## src/rtl/lc3_controller.sv

```systemverilog
// Instruction sequencer for the LC3 core: FETCH/DECODE/EXECUTE, optional memory
// access, WRITEBACK and UPDATEPC, with bounded waits on the memory handshakes.
//
// state       | meaning
// ------------+-----------------------------------------------
// FETCH       | request instruction, wait for complete_instr
// DECODE      | latch opcode and nzp from IR
// EXECUTE     | resolve next step and br_taken from opcode
// MEM_IND     | indirect address read (LDI/STI)
// MEM_RD      | data read, wait for complete_data
// MEM_WR      | data write, wait for complete_data
// WRITEBACK   | register file write, one cycle
// UPDATEPC    | PC load strobe, one cycle
module lc3_controller #(
    parameter int WAIT_LIMIT = 255,
    parameter int CNT_W      = 8
) (
    input  logic        clock,
    input  logic        reset,
    input  logic [15:0] IR,
    input  logic [2:0]  psr,
    input  logic        complete_instr,
    input  logic        complete_data,
    output logic        enable_fetch,
    output logic        enable_decode,
    output logic        enable_execute,
    output logic        enable_writeback,
    output logic        enable_updatePC,
    output logic        br_taken,
    output logic [1:0]  mem_state,
    output logic        timeout_err,
    output logic        illegal_op
);

    localparam logic [2:0] S_FETCH     = 3'd0;
    localparam logic [2:0] S_DECODE    = 3'd1;
    localparam logic [2:0] S_EXECUTE   = 3'd2;
    localparam logic [2:0] S_MEM_IND   = 3'd3;
    localparam logic [2:0] S_MEM_RD    = 3'd4;
    localparam logic [2:0] S_MEM_WR    = 3'd5;
    localparam logic [2:0] S_WRITEBACK = 3'd6;
    localparam logic [2:0] S_UPDATEPC  = 3'd7;

    localparam logic [3:0] OP_BR  = 4'b0000;
    localparam logic [3:0] OP_ADD = 4'b0001;
    localparam logic [3:0] OP_LD  = 4'b0010;
    localparam logic [3:0] OP_ST  = 4'b0011;
    localparam logic [3:0] OP_AND = 4'b0101;
    localparam logic [3:0] OP_LDR = 4'b0110;
    localparam logic [3:0] OP_STR = 4'b0111;
    localparam logic [3:0] OP_NOT = 4'b1001;
    localparam logic [3:0] OP_LDI = 4'b1010;
    localparam logic [3:0] OP_STI = 4'b1011;
    localparam logic [3:0] OP_JMP = 4'b1100;
    localparam logic [3:0] OP_LEA = 4'b1110;

    logic [2:0]       state;
    logic [2:0]       state_nxt;
    logic [CNT_W-1:0] wait_cnt;
    logic [3:0]       opcode;
    logic [2:0]       nzp;
    logic             br_q;
    logic             waiting;
    logic             complete;
    logic             timeout;
    logic             op_illegal;
    logic             unused_ir;

    assign unused_ir = ^IR[8:0];

    always_comb begin
        waiting  = (state == S_FETCH) || (state == S_MEM_IND) ||
                   (state == S_MEM_RD) || (state == S_MEM_WR);
        complete = (state == S_FETCH) ? complete_instr : complete_data;
        timeout  = waiting && !complete && (wait_cnt == CNT_W'(WAIT_LIMIT));
    end

    always_comb begin
        case (opcode)
            OP_BR, OP_ADD, OP_LD, OP_ST, OP_AND, OP_LDR, OP_STR,
            OP_NOT, OP_LDI, OP_STI, OP_JMP, OP_LEA: op_illegal = 1'b0;
            default:                                 op_illegal = 1'b1;
        endcase
    end

    always_comb begin
        state_nxt = state;
        case (state)
            S_FETCH: begin
                if (timeout)       state_nxt = S_UPDATEPC;
                else if (complete) state_nxt = S_DECODE;
            end
            S_DECODE: state_nxt = S_EXECUTE;
            S_EXECUTE: begin
                case (opcode)
                    OP_ADD, OP_AND, OP_NOT, OP_LEA: state_nxt = S_WRITEBACK;
                    OP_LD, OP_LDR:                  state_nxt = S_MEM_RD;
                    OP_ST, OP_STR:                  state_nxt = S_MEM_WR;
                    OP_LDI, OP_STI:                 state_nxt = S_MEM_IND;
                    default:                        state_nxt = S_UPDATEPC;
                endcase
            end
            S_MEM_IND: begin
                if (timeout)       state_nxt = S_UPDATEPC;
                else if (complete) state_nxt = (opcode == OP_LDI) ? S_MEM_RD : S_MEM_WR;
            end
            S_MEM_RD: begin
                if (timeout)       state_nxt = S_UPDATEPC;
                else if (complete) state_nxt = S_WRITEBACK;
            end
            S_MEM_WR: begin
                if (timeout || complete) state_nxt = S_UPDATEPC;
            end
            S_WRITEBACK: state_nxt = S_UPDATEPC;
            default:     state_nxt = S_FETCH;
        endcase
    end

    always_ff @(posedge clock) begin
        if (reset) begin
            state    <= S_FETCH;
            wait_cnt <= '0;
            opcode   <= 4'b0000;
            nzp      <= 3'b000;
            br_q     <= 1'b0;
        end else begin
            state <= state_nxt;
            // Counter restarts on entry to any waiting state, saturates while waiting.
            if (state_nxt != state)
                wait_cnt <= '0;
            else if (waiting && (wait_cnt != '1))
                wait_cnt <= wait_cnt + CNT_W'(1);
            if (state == S_DECODE) begin
                opcode <= IR[15:12];
                nzp    <= IR[11:9];
            end
            if (timeout)
                br_q <= 1'b0;
            else if (state == S_EXECUTE)
                br_q <= (opcode == OP_BR) ? |(nzp & psr) : (opcode == OP_JMP);
        end
    end

    assign enable_fetch     = (state == S_FETCH)     && !reset;
    assign enable_decode    = (state == S_DECODE)    && !reset;
    assign enable_execute   = (state == S_EXECUTE)   && !reset;
    assign enable_writeback = (state == S_WRITEBACK) && !reset;
    assign enable_updatePC  = (state == S_UPDATEPC)  && !reset;
    assign br_taken         = br_q && !reset;
    assign timeout_err      = timeout && !reset;
    assign illegal_op       = (state == S_EXECUTE) && op_illegal && !reset;

    always_comb begin
        mem_state = 2'b11;
        if (!reset) begin
            case (state)
                S_MEM_IND: mem_state = 2'b10;
                S_MEM_RD:  mem_state = 2'b00;
                S_MEM_WR:  mem_state = 2'b01;
                default:   mem_state = 2'b11;
            endcase
        end
    end

endmodule

```

## config.mk

```make
export PLATFORM = sky130hd
export DESIGN_NAME = lc3_controller
export DESIGN_NICKNAME = d
export VERILOG_FILES = /design/src/rtl/lc3_controller.sv
export SDC_FILE = /design/constraint.sdc
export NUM_CORES = 1
export LEC_CHECK = 0
export CAP_MARGIN = 20
export CORE_UTILIZATION = 42
export CTS_CLUSTER_DIAMETER = 100
export DETAILED_ROUTE_END_ITERATION = 8
export GPL_TIMING_DRIVEN = 0
export PLACE_DENSITY_LB_ADDON = 0.3
export SYNTH_ARGS = -nofsm -noshare
export SYNTH_HDL_FRONTEND = slang
export SYNTH_SLANG_ARGS = --single-unit
```

## constraint.sdc

```tcl
create_clock -name clock -period 2.34 [get_ports clock]
set_input_delay 0.468 -clock clock [delete_from_list [all_inputs] [get_ports clock]]
set_output_delay 0.468 -clock clock [all_outputs]
set_load 0.02 [all_outputs]
```

==> run summary <==
IO Pins: 33
Max-cap violations: 0
VDD IR max: 0.000391 V
Asr flop ratio synth: 0%
DP Worst Slack: -709 ps
Core area: 3150 sq um
Via/cell ratio: 5.52
WP data required: 1870 ps
Measured slew at the worst slew-check pin: 554 ps
Design area: 1860 sq um
Critical Path End Type: output pin
Total of fill cells in the finished design: 289
Final antenna-violating net count: 0
Final worst slack: -62.4 ps
Detailed-route wire length per cell: 14.5 um
Die Height: 60.8 um
Arrival time worst endpoint: 1930 ps
Starting DRT DRC Count: 52
H-Tree Depth: 1
1st-pass router iterations: 4
Sequential fraction of the synthesis area: 31.8%
I/O Buffers: 23
Count of different cell masters after synthesis: 52
Max Fclk: 416 MHz
Grt ovf: 0
Yosys reg bits: 23
Most used flip-flop cell after synthesis: dfxtp_1
Crit Path Max Fanout: 3
Final core occ: 58.9%
CP Class: reg2out
Fin crit period: 2400 ps
Relative slew slack: 62.7%
Cells after Synth: 159
Hpwl dp: 2.43 mm
Effective utilization at floorplan: 46.0%
Syn_nets: 186
Avg Inst Size Synth: 9.12 sq um
Failing checks: setup timing
Via Count: 1,285
R2R setup slack: 270 ps
CTS Buffer Depth: 2
Row count: 20
CTS clk-pin slew, worst paths: 140 ps
CP Launch Type: register
Number of global-route vias before repair: 1,144
Number of synthesized flops with an enable pin: 0
Layout cells sized above 1: 23.8%
Leakage dissipation: 0.687 nW
Fin Clk Skew: 6.95 ps
DP Area: 1740 sq um
Mapped Area: 1450 sq um
Die Area: 3690 sq um
Clk_lat worst skew: 320 ps
Warning count from the yosys run: 0
Routed WL: 3.38 mm
Slew Limit Fails: 0
Die span in x: 60.8 um
Non-filler cells, final: 233
Largest net degree at the start of global routing: 14
Final GP Congestion: 0.854
Count of final setup violators: 1
GRT Util Overall: 19.6%
Initial antenna violation count: 0
First-pass GRT wire length: 5.28 mm
CTS Buf Count: 3
Hold Fails Final Rpt: 0
Outcome: finished with violations
CTS tree: built
Part of the cycle the worst path needs: 103%
Worst hold path type: reg2reg
Unrepaired setup endpoints after global routing: true
Power Density: 924 nW/um^2
P&R area growth vs syn: 28.0%
Inst Count DP: 226
Clock Sinks: 23
Diodes inserted: 0
Clk root buf: clkbuf_4
Fin nets: 217
DRC viols: 0
==> cell usage in the layout (no fill, tap or decap), types with 4 or more instances in the layout <==
cell	netlist	final
nor2_1	16	16
nor3_1	12	12
dfxtp_2	0	5
nand2b_1	4	4
nor2b_1	6	5
nand2_1	5	5
inv_1	5	5
nor4_1	5	5
buf_4	1	6
o21ai_0	6	6
clkdlybuf4s50_1	0	14
xnor2_1	5	5
mux2i_1	10	10
clkbuf_4	0	5
dfxtp_1	23	15
dlygate4sd2_1	0	6
==> cells in the mapped netlist, types with 2 or more instances <==
cell type / count / share of area [%]
a211oi_1: 3 / 1.6
nand4_2: 2 / 1.7
nand3_1: 3 / 1.0
o2bb2ai_1: 2 / 1.2
and2_1: 3 / 1.3
mux2i_1: 10 / 6.9
nor2_2: 2 / 0.86
nand2b_1: 4 / 1.7
o21ai_0: 6 / 2.1
nor2b_1: 6 / 2.6
ha_1: 4 / 3.5
nor3b_1: 2 / 1.0
nor2_1: 16 / 4.1
nor3_1: 12 / 4.1
a21oi_1: 3 / 1.0
inv_1: 5 / 1.3
dfxtp_1: 23 / 32
or2_2: 2 / 0.86
nand2_1: 5 / 1.3
buf_6: 2 / 1.6
o31a_1: 2 / 1.2
clkbuf_1: 4 / 1.0
nor4_1: 5 / 2.2
xnor2_1: 5 / 3.0
==> report_power, final <==
group          total, mW  internal, mW  switching (mW)
sequential         0.567         0.482          0.0850
combinational      0.956         0.426           0.530
clock              0.193        0.0642           0.129
==> layer usage <==
| metal | GRT usage [%] | vias up | part of all wire (%) |
|---|---|---|---|
| met3 | 2.35 | 6 | 3.7 |
| met4 | 9.09 | 0 | 1.8 |
| met5 | 0 | - | 0 |
| li1 | - | 639 | - |
| met1 | 25.2 | 609 | 46 |
| met2 | 33.0 | 31 | 48 |
==> through the flow <==
stage               hold slack (ps)  power, mW  TNS, ps
global placement                474       1.48    -3150
floorplan                       458       1.29        0
finish                          494       1.72    -62.4
detailed placement              485       1.51    -3470
global route                    531       1.84     -135
CTS                             503       1.71     -149
==> cell families (layout without fill, tap and decap cells) <==
group / Yosys count / after routing / share of synthesized area [%]
compound gates: 28 / 28 / 16.1
xor+xnor: 7 / 7 / 4.75
fa+ha+maj: 4 / 4 / 3.45
buf+inv: 14 / 44 / 5.00
flops: 23 / 23 / 31.8
mux: 12 / 12 / 9.23
simple gates: 71 / 71 / 29.7
==> worst max-delay path, stage by stage (launching register included) <==
cell	delay, ps
dfxtp_4	390
ha_4	160
nand3_4	90
or2_4	280
a2111oi_4	360
nor2b_4	210
buf_6	120
==> path summary, 6_finish.rpt <==
check                                  from  depth (start not counted)           to
worst max-delay path            wait_cnt[1]                          6  timeout_err
worst min-delay path                   br_q                          2         br_q
worst max register to register  wait_cnt[1]                          8  wait_cnt[7]
worst min register to register         br_q                          2         br_q
==> layout make-up <==
| cell class | instances | area (sq um) | area share, % |
|---|---|---|---|
| flip-flops and latches | 23 | 478 | 25.7 |
| plain buffers | 7 | 57.6 | 3.10 |
| multi-input cells | 122 | 961 | 51.8 |
| inverters | 5 | 18.8 | 1.01 |
| clock inverters | 1 | 5.00 | 0.270 |
| repair buffers | 28 | 259 | 13.9 |
| well taps | 44 | 55.1 | 2.96 |
| clock buffers | 3 | 22.5 | 1.21 |
==> repair_timing <==
action                     CTS  global route
pin swaps                    2             4
hold buffers                 0             0
buffers inserted             0             5
gates cloned                 0             0
gates resized for setup     26            18
setup endpoints to repair   10             5
Power figures use the tool's default switching activity.
